**src/rtl/jtag_master_seq_if.sv**
```systemverilog
// Host-side command/response bundle for jtag_master_seq.
// The master modport is the host and the slave modport is the sequencer.
interface jtag_master_seq_if #(
    parameter int DATA_W = 32,
    parameter int LEN_W  = 6
);
    logic              cmdValid;
    logic              cmdReady;
    logic [1:0]        cmdOp;
    logic [LEN_W-1:0]  cmdLen;
    logic [DATA_W-1:0] cmdData;
    logic              rspValid;
    logic              rspErr;
    logic [DATA_W-1:0] rspData;
    logic              busy;

    modport master (
        output cmdValid, cmdOp, cmdLen, cmdData,
        input  cmdReady, rspValid, rspErr, rspData, busy
    );

    modport slave (
        input  cmdValid, cmdOp, cmdLen, cmdData,
        output cmdReady, rspValid, rspErr, rspData, busy
    );
endinterface

```
**src/rtl/jtag_master_seq.sv**
```systemverilog
// Command-driven JTAG master: turns whole TAP-reset / IR / DR scan commands into TMS/TDI streams.
// Define JTAG_RTI_WAIT_EN to enable op 11 (hold TAP in Run-Test/Idle for CMD_LEN cycles).
module jtag_master_seq #(
    parameter int DATA_W = 32,
    parameter int LEN_W  = 6
) (
    input  logic                clk,
    input  logic                rst,
    jtag_master_seq_if.slave    bus,
    output logic                tms_o,
    output logic                tdi_o,
    input  logic                tdo_i
);
    localparam logic [2:0] S_TLR   = 3'd0;
    localparam logic [2:0] S_IDLE  = 3'd1;
    localparam logic [2:0] S_HDR   = 3'd2;
    localparam logic [2:0] S_SHIFT = 3'd3;
    localparam logic [2:0] S_UPD   = 3'd4;
`ifdef JTAG_RTI_WAIT_EN
    localparam logic [2:0] S_WAIT  = 3'd5;
`endif

    localparam logic [LEN_W-1:0] MAX_LEN = LEN_W'(DATA_W);
    localparam logic [LEN_W-1:0] ONE     = LEN_W'(1);

    logic [2:0]        state_q, state_d;
    logic [LEN_W-1:0]  cnt_q, cnt_d;
    logic [LEN_W-1:0]  len_q, len_d;
    logic [DATA_W-1:0] data_q, data_d;
    logic [DATA_W-1:0] rspData_q, rspData_d;
    logic              isIr_q, isIr_d;
    logic              tlrRsp_q, tlrRsp_d;
    logic              tms_q, tms_d;
    logic              tdi_q, tdi_d;
    logic              rspValid_q, rspValid_d;
    logic              rspErr_q, rspErr_d;

    logic accept;
    logic lenOk;
    logic hdrDone;
    logic lastBit;

    assign accept  = bus.cmdValid && (state_q == S_IDLE);
    assign lenOk   = (bus.cmdLen != '0) && (bus.cmdLen <= MAX_LEN);
    assign hdrDone = (cnt_q == (isIr_q ? LEN_W'(3) : LEN_W'(2)));
    assign lastBit = (cnt_q == (len_q - ONE));

    // cnt_q always indexes the TMS/TDI bit currently presented to the TAP
    always_comb begin
        state_d    = state_q;
        cnt_d      = cnt_q;
        len_d      = len_q;
        data_d     = data_q;
        rspData_d  = rspData_q;
        isIr_d     = isIr_q;
        tlrRsp_d   = tlrRsp_q;
        tms_d      = 1'b0;
        tdi_d      = 1'b0;
        rspValid_d = 1'b0;
        rspErr_d   = 1'b0;

        case (state_q)
            S_TLR: begin
                cnt_d = cnt_q + ONE;
                tms_d = (cnt_q < LEN_W'(4));
                if (cnt_q == LEN_W'(5)) begin
                    state_d    = S_IDLE;
                    cnt_d      = '0;
                    rspValid_d = tlrRsp_q;
                    tlrRsp_d   = 1'b0;
                end
            end

            S_IDLE: begin
                if (accept) begin
                    len_d     = bus.cmdLen;
                    data_d    = bus.cmdData;
                    isIr_d    = (bus.cmdOp == 2'b01);
                    rspData_d = '0;
                    cnt_d     = '0;
                    case (bus.cmdOp)
                        2'b00: begin
                            state_d  = S_TLR;
                            tms_d    = 1'b1;
                            tlrRsp_d = 1'b1;
                        end
                        2'b01, 2'b10: begin
                            if (lenOk) begin
                                state_d = S_HDR;
                                tms_d   = 1'b1;
                            end else begin
                                rspValid_d = 1'b1;
                                rspErr_d   = 1'b1;
                            end
                        end
                        default: begin
`ifdef JTAG_RTI_WAIT_EN
                            if (bus.cmdLen == '0) begin
                                rspValid_d = 1'b1;
                            end else begin
                                state_d = S_WAIT;
                            end
`else
                            rspValid_d = 1'b1;
                            rspErr_d   = 1'b1;
`endif
                        end
                    endcase
                end
            end

            // Header TMS: DR 1,0,0 / IR 1,1,0,0; only IR bit 1 is a second one
            S_HDR: begin
                if (hdrDone) begin
                    state_d = S_SHIFT;
                    cnt_d   = '0;
                    tms_d   = (len_q == ONE);
                    tdi_d   = data_q[0];
                    data_d  = data_q >> 1;
                end else begin
                    cnt_d = cnt_q + ONE;
                    tms_d = isIr_q && (cnt_q == '0);
                end
            end

            S_SHIFT: begin
                rspData_d = rspData_q | (DATA_W'(tdo_i) << cnt_q);
                if (lastBit) begin
                    state_d = S_UPD;
                    cnt_d   = '0;
                    tms_d   = 1'b1;
                end else begin
                    cnt_d  = cnt_q + ONE;
                    tms_d  = ((cnt_q + LEN_W'(2)) == len_q);
                    tdi_d  = data_q[0];
                    data_d = data_q >> 1;
                end
            end

            S_UPD: begin
                if (cnt_q == '0) begin
                    cnt_d = ONE;
                end else begin
                    state_d    = S_IDLE;
                    cnt_d      = '0;
                    rspValid_d = 1'b1;
                end
            end

`ifdef JTAG_RTI_WAIT_EN
            S_WAIT: begin
                cnt_d = cnt_q + ONE;
                if (lastBit) begin
                    state_d    = S_IDLE;
                    cnt_d      = '0;
                    rspValid_d = 1'b1;
                end
            end
`endif

            default: begin
                state_d = S_TLR;
                cnt_d   = '0;
                tms_d   = 1'b1;
            end
        endcase
    end

    always_ff @(posedge clk or posedge rst) begin
        if (rst) begin
            state_q    <= S_TLR;
            cnt_q      <= '0;
            len_q      <= '0;
            data_q     <= '0;
            rspData_q  <= '0;
            isIr_q     <= 1'b0;
            tlrRsp_q   <= 1'b0;
            tms_q      <= 1'b1;
            tdi_q      <= 1'b0;
            rspValid_q <= 1'b0;
            rspErr_q   <= 1'b0;
        end else begin
            state_q    <= state_d;
            cnt_q      <= cnt_d;
            len_q      <= len_d;
            data_q     <= data_d;
            rspData_q  <= rspData_d;
            isIr_q     <= isIr_d;
            tlrRsp_q   <= tlrRsp_d;
            tms_q      <= tms_d;
            tdi_q      <= tdi_d;
            rspValid_q <= rspValid_d;
            rspErr_q   <= rspErr_d;
        end
    end

    assign bus.cmdReady = (state_q == S_IDLE);
    assign bus.busy     = (state_q != S_IDLE);
    assign bus.rspValid = rspValid_q;
    assign bus.rspErr   = rspErr_q;
    assign bus.rspData  = rspData_q;
    assign tms_o        = tms_q;
    assign tdi_o        = tdi_q;
endmodule

```
**src/flat_wrapper.sv**
```systemverilog
// flat-port wrapper written by rule: the top's interface ports become plain ports
module jtag_master_seq_flat 
#(
    parameter int DATA_W = 32,
    parameter int LEN_W  = 6
)
  (clk, rst, tms_o, tdi_o, tdo_i, bus_cmdValid, bus_cmdOp, bus_cmdLen, bus_cmdData, bus_cmdReady, bus_rspValid, bus_rspErr, bus_rspData, bus_busy);
  jtag_master_seq_if #(.DATA_W(DATA_W), .LEN_W(LEN_W)) bus_i ();
  input  logic clk;
  input  logic rst;
  output logic tms_o;
  output logic tdi_o;
  input  logic tdo_i;
  input wire logic [$bits(bus_i.cmdValid)-1:0] bus_cmdValid;
  input wire logic [$bits(bus_i.cmdOp)-1:0] bus_cmdOp;
  input wire logic [$bits(bus_i.cmdLen)-1:0] bus_cmdLen;
  input wire logic [$bits(bus_i.cmdData)-1:0] bus_cmdData;
  output wire logic [$bits(bus_i.cmdReady)-1:0] bus_cmdReady;
  output wire logic [$bits(bus_i.rspValid)-1:0] bus_rspValid;
  output wire logic [$bits(bus_i.rspErr)-1:0] bus_rspErr;
  output wire logic [$bits(bus_i.rspData)-1:0] bus_rspData;
  output wire logic [$bits(bus_i.busy)-1:0] bus_busy;
  assign bus_i.cmdValid = bus_cmdValid;
  assign bus_i.cmdOp = bus_cmdOp;
  assign bus_i.cmdLen = bus_cmdLen;
  assign bus_i.cmdData = bus_cmdData;
  assign bus_cmdReady = bus_i.cmdReady;
  assign bus_rspValid = bus_i.rspValid;
  assign bus_rspErr = bus_i.rspErr;
  assign bus_rspData = bus_i.rspData;
  assign bus_busy = bus_i.busy;
  jtag_master_seq #(.DATA_W(DATA_W), .LEN_W(LEN_W)) u_core (.clk(clk), .rst(rst), .bus(bus_i), .tms_o(tms_o), .tdi_o(tdi_o), .tdo_i(tdo_i));
endmodule
```
**config.mk**
```make
export PLATFORM = sky130hd
export DESIGN_NAME = jtag_master_seq_flat
export DESIGN_NICKNAME = d
export VERILOG_FILES = /design/src/rtl/jtag_master_seq_if.sv /design/src/rtl/jtag_master_seq.sv /design/src/flat_wrapper.sv
export SDC_FILE = /design/constraint.sdc
export NUM_CORES = 1
export LEC_CHECK = 0
export ABC_AREA = 1
export BUFFER_PORTS_ARGS = -buffer_cell sky130_fd_sc_hd__buf_2
export CAP_MARGIN = 20
export CORE_ASPECT_RATIO = 0.6
export CORE_UTILIZATION = 25
export CTS_BUF_LIST = sky130_fd_sc_hd__clkbuf_8
export CTS_CLUSTER_DIAMETER = 40
export CTS_CLUSTER_SIZE = 28
export DETAILED_ROUTE_END_ITERATION = 7
export PLACE_DENSITY = 0.43
export SLEW_MARGIN = 20
export SYNTH_ARGS = -nofsm -noshare
export SYNTH_HDL_FRONTEND = slang
export SYNTH_SLANG_ARGS = --single-unit
```
**constraint.sdc**
```tcl
create_clock -name clk -period 5.4 [get_ports clk]
set_input_delay 0.81 -clock clk [delete_from_list [all_inputs] [get_ports clk]]
set_output_delay 0.81 -clock clk [all_outputs]
set_load 0.01 [all_outputs]
```
; ---- After elaboration in Yosys (flattened, before gate mapping)
; Index checks and enable logic that the tools add are counted.
[word_totals]
word_cells = 96
reg_bits = 85
input_bits = 44
out_inout_bits = 38
[op_classes]
reduce_logical = 16
n_shift = 1
n_mux = 41
eq_ne = 21
magnitude_cmp = 2
bitwise_logic = 1
n_addsub = 3
[ops]
columns = operator, count
row1 = $mux 32, 4
row2 = $pmux 32 s3, 1
row3 = $pmux 32 s2, 1
row4 = $or 32x32->32, 1
row5 = $shl 1x6->32, 1
row6 = $pmux 6 s5, 1
row7 = $mux 6, 4
row8 = $eq 6x6->1, 3
row9 = $mux 3, 6
row10 = $mux 1, 16
row11 = $pmux 3 s5, 1
row12 = $ne 2x1->1 const B, 5
row13 = $pmux 1 s2, 4
row14 = $reduce_and 4->1, 2
row15 = $reduce_and 7->1, 1
row16 = $add 6x1->6 const B, 1
row17 = $add 6x2->6 const B, 1
row18 = $eq 3x2->1 const B, 2
row19 = $eq 6x1->1 const B, 1
row20 = $eq 6x3->1 const B, 1
row21 = $le 6x6->1 const B, 1
row22 = $logic_not 6->1, 1
row23 = $lt 6x3->1 const B, 1
row24 = $ne 3x1->1 const B, 2
row25 = other kinds (18), 23

; ---- Longest topological paths before layout
[logic_depth]
word_depth = 6
mapped_depth = 13

; ---- Worst setup path before layout
; Ideal clock, no wire load.
[synth_timing]
path_type = in2reg
startpoint = input bus_cmdValid
endpoint = register u_core.data_q[10]
path_slack_ns = 3.593
path_buffers = 1
setup_time_ns = 0.117
arrival_time_ns = 1.690
cell_stages = 8
cell_sequence = inv_1 nand2_4 inv_2 a211oi_4 nand3_4 buf_12 nand2_2 nand2_1
[synth_between]
elab_chain_len = 3
[synth_lines]
columns = element, line
row1 = "start, declared", flat_wrapper.sv:14  ; input wire logic [$bits(bus_i.cmdValid)-1:0] bus_cmdValid;
row2 = $logic_and 1x1->1, jtag_master_seq.sv:43  ; assign accept = bus.cmdValid && (state_q == S_IDLE);
row3 = $ne 2x1->1 (no source line), --
row4 = $reduce_and 4->1 (no source line), --
row5 = "end signal, assigned", jtag_master_seq.sv:186  ; data_q <= data_d;
row6 = "end, declared", jtag_master_seq.sv:29  ; logic [DATA_W-1:0] data_q, data_d;
; Every way passes these cells.
; A chain may end at the register's enable or synchronous reset.

; ---- Worst setup path in the final report
[layout_timing]
startpoint = register u_core.state_q[2]
endpoint = register u_core.data_q[30]
[layout_between]
elab_chain_len = 4
[layout_lines]
columns = element, line
row1 = "start, declared", jtag_master_seq.sv:26  ; logic [2:0] state_q, state_d;
row2 = "start signal, assigned", jtag_master_seq.sv:183  ; state_q <= state_d;
row3 = $eq 3x1->1, "jtag_master_seq.sv:43, jtag_master_seq.sv:62"
row4 = $logic_and 1x1->1, jtag_master_seq.sv:43
row5 = $ne 2x1->1 (no source line), --
row6 = $reduce_and 4->1 (no source line), --
; Parallel ways exist; a longest one is shown, timed or not.

==> metrics.txt <==
status=finished, final reports clean; fin crit period=3.038 ns; Synth Warn #=0; initial antenna violation count=0; DR iter-0 viols=351; Critical Path AT=3.37 ns; Worst Skew=0.01291 ns; starting density of the core=0.2578; Ports=82; placed insts=898; Syn Nets=655; Final GP Congestion=0.8274; first-pass GRT wire length=22070 um; HP Class=register to register; number of setup buffers added after CTS=0; Max Cap Viol=0; vias in the first global route=4072; routed wire length=13500 um; CP Launch Point=u_core.state_q[2]; Post-synth EDFFs=0; GRT Util Overall=0.1485; Vert. Die Dim=108.1 um; share of cells above drive strength 1=0.2374; FMAX=0.3291 GHz; PwrDens=512.2 nW/um^2; DP Wirelength=9378 um; Yosys cell types=32; grt ovf=0; FF-to-FF Start=u_core.state_q[2]; Syn Inst Count=602; Synth Cell Area=4695 um^2; final hold vios=0; DR vias=4184; Rel. slew slack=0.4648; final setup TNS=0 ns; largest net degree at the start of global routing=44; synthesis-to-layout area growth=16.26%; Root Driver=clkbuf_8; FF+latch count, synth=85; critical path type=register to register; routed length per instance=14.76 um; core area=18210 um^2; CTS clk-pin slew, worst paths=0.10 ns; design area=5458 um^2; Reg-to-Reg End=u_core.data_q[30]; nature of the critical path endpoint=register; Clock Path Buffers=2; Critical Path RT=5.73 ns; Num CTS Buffers=9; final setup fails=0; Final Power=2796 uW; CTS tree=built; Ant. Diodes=0; worst skew pair latency=0.39 ns; Register-to-Register Setup Slack=2.36 ns; CTS sink count=85; FP Rows=38; Post-CTS Resized=0; Peak supply drop=0.0001863 V; Area after DPL=5251 um^2; Syn Area/Cell=7.798 um^2; Slew @ Worst Pin=0.8028 ns; number of vias per cell=4.578; Nets=722; ys flop type=dfrtp_1; Reg2Reg Depth=7; end of the critical path=u_core.data_q[30]; sequential area share after synthesis=0.4534; Hold WS=0.4795 ns; period utilization=0.5627; RSZ-0062 raised after global routing=no; DRT Pass-1 Iters=4; Finished Layout Cells=914; drt drc=0; post-detailed-route count of antenna-violating nets=0; Post-synth ARST share=1.000; crit path max fanout=35; Max Slew Vio Count=0; die area=19350 um^2; Post-CTS Hold Fix Bufs=0; Die Wd=178.9 um; Worst setup SP type=register; count of input and output buffers=81; CTS H-tree lvls=3; cell leakage power=0.002819 uW
-- worst min path at each step --
| stage | startpoint | to | slack [ns] | depth (start not counted) |
|---|---|---|---|---|
| after floorplan | u_core.data_q[29] | u_core.data_q[29] | 0.44 | 2 |
| after global placement | u_core.data_q[0] | u_core.data_q[0] | 0.46 | 2 |
| after CTS | u_core.data_q[29] | u_core.data_q[29] | 0.48 | 2 |
| after global routing | u_core.data_q[24] | u_core.data_q[24] | 0.51 | 2 |
| final | u_core.data_q[29] | u_core.data_q[29] | 0.48 | 2 |
| after detailed placement | u_core.data_q[29] | u_core.data_q[29] | 0.46 | 2 |
-- cells in the mapped netlist (9+ instances only) --
library cell,count,area [um^2]
nand2_1,235,882.1
dfrtp_1,84,2102
nand4_1,39,244.0
nand2_2,35,219.0
inv_1,30,112.6
nand3_1,27,135.1
o21ai_1,23,115.1
o21ai_0,21,105.1
nor2_1,18,67.56
buf_2,15,75.07
clkbuf_1,10,37.54
ha_1,9,112.6
inv_2,9,33.78
-- where the power goes --
part           internal, uW  switching, uW
registers               831            167
logic                   424            885
clock network           220            269
-- cells by family (layout without fill, tap and decap cells) --
family	after synthesis	in the layout	share of synthesized area
AND/OR/NAND/NOR	372	372	0.3654
flip-flops	85	85	0.4534
buffers and inverters	67	139	0.06796
AO/OA/AOI/OAI	58	58	0.06876
XOR/XNOR	11	11	0.02052
adder cells (fa/ha/maj)	9	9	0.02399
-- stage by stage --
stage / setup slack [ns] / util
after floorplan: 2.398 / -
after global placement: 2.424 / 0.2884
after detailed placement: 2.340 / 0.2884
after CTS: 2.330 / 0.2997
after global routing: 1.991 / 0.2997
final: 2.362 / 0.2997
-- cells in the final DEF (no fill, tap or decap), types with 18 or more instances in the layout --
cell	count
buf_2	81
inv_1	29
nand3_1	27
o21ai_0	21
nor2_1	18
nand2_2	35
dfrtp_1	84
nand2_1	235
o21ai_1	23
nand4_1	39
-- metal layers --
layer  wire length (um)  GRT usage
met3                598    0.04044
met5                  0          0
met4                113    0.03450
met1               7290     0.2255
met2               5494     0.2035
-- flip-flops by register name (all words and copies together), names as in the netlist --
signal	cells
u_core.isIr_q	1
u_core.tlrRsp_q	1
u_core.len_q	6
u_core.tms_o	1
u_core.bus.rspErr	1
u_core.state_q	3
u_core.bus.rspData	32
u_core.cnt_q	6
u_core.data_q	32
u_core.tdi_o	1
u_core.bus.rspValid	1
-- critical path, cell delays in order, from the launching register on --
cell,delay (ns)
dfrtp_1,0.49
inv_2,0.10
nand2_2,0.39
nor2_2,0.52
nand2_2,0.57
nand3_4,0.70
nand2_1,0.10
nand2_1,0.09
-- layout make-up --
| class | instances | area [um^2] |
|---|---|---|
| Timing Repair Buffer | 84 | 427.9 |
| Clock inverter | 7 | 82.58 |
| Tap cell | 240 | 300.3 |
| Clock buffer | 9 | 123.9 |
| Sequential cell | 85 | 2128 |
| Multi-Input combinational cell | 450 | 2247 |
| Fill cell | 2017 | 12750 |
| Inverter | 39 | 147.6 |
Power figures use the tool's default switching activity.
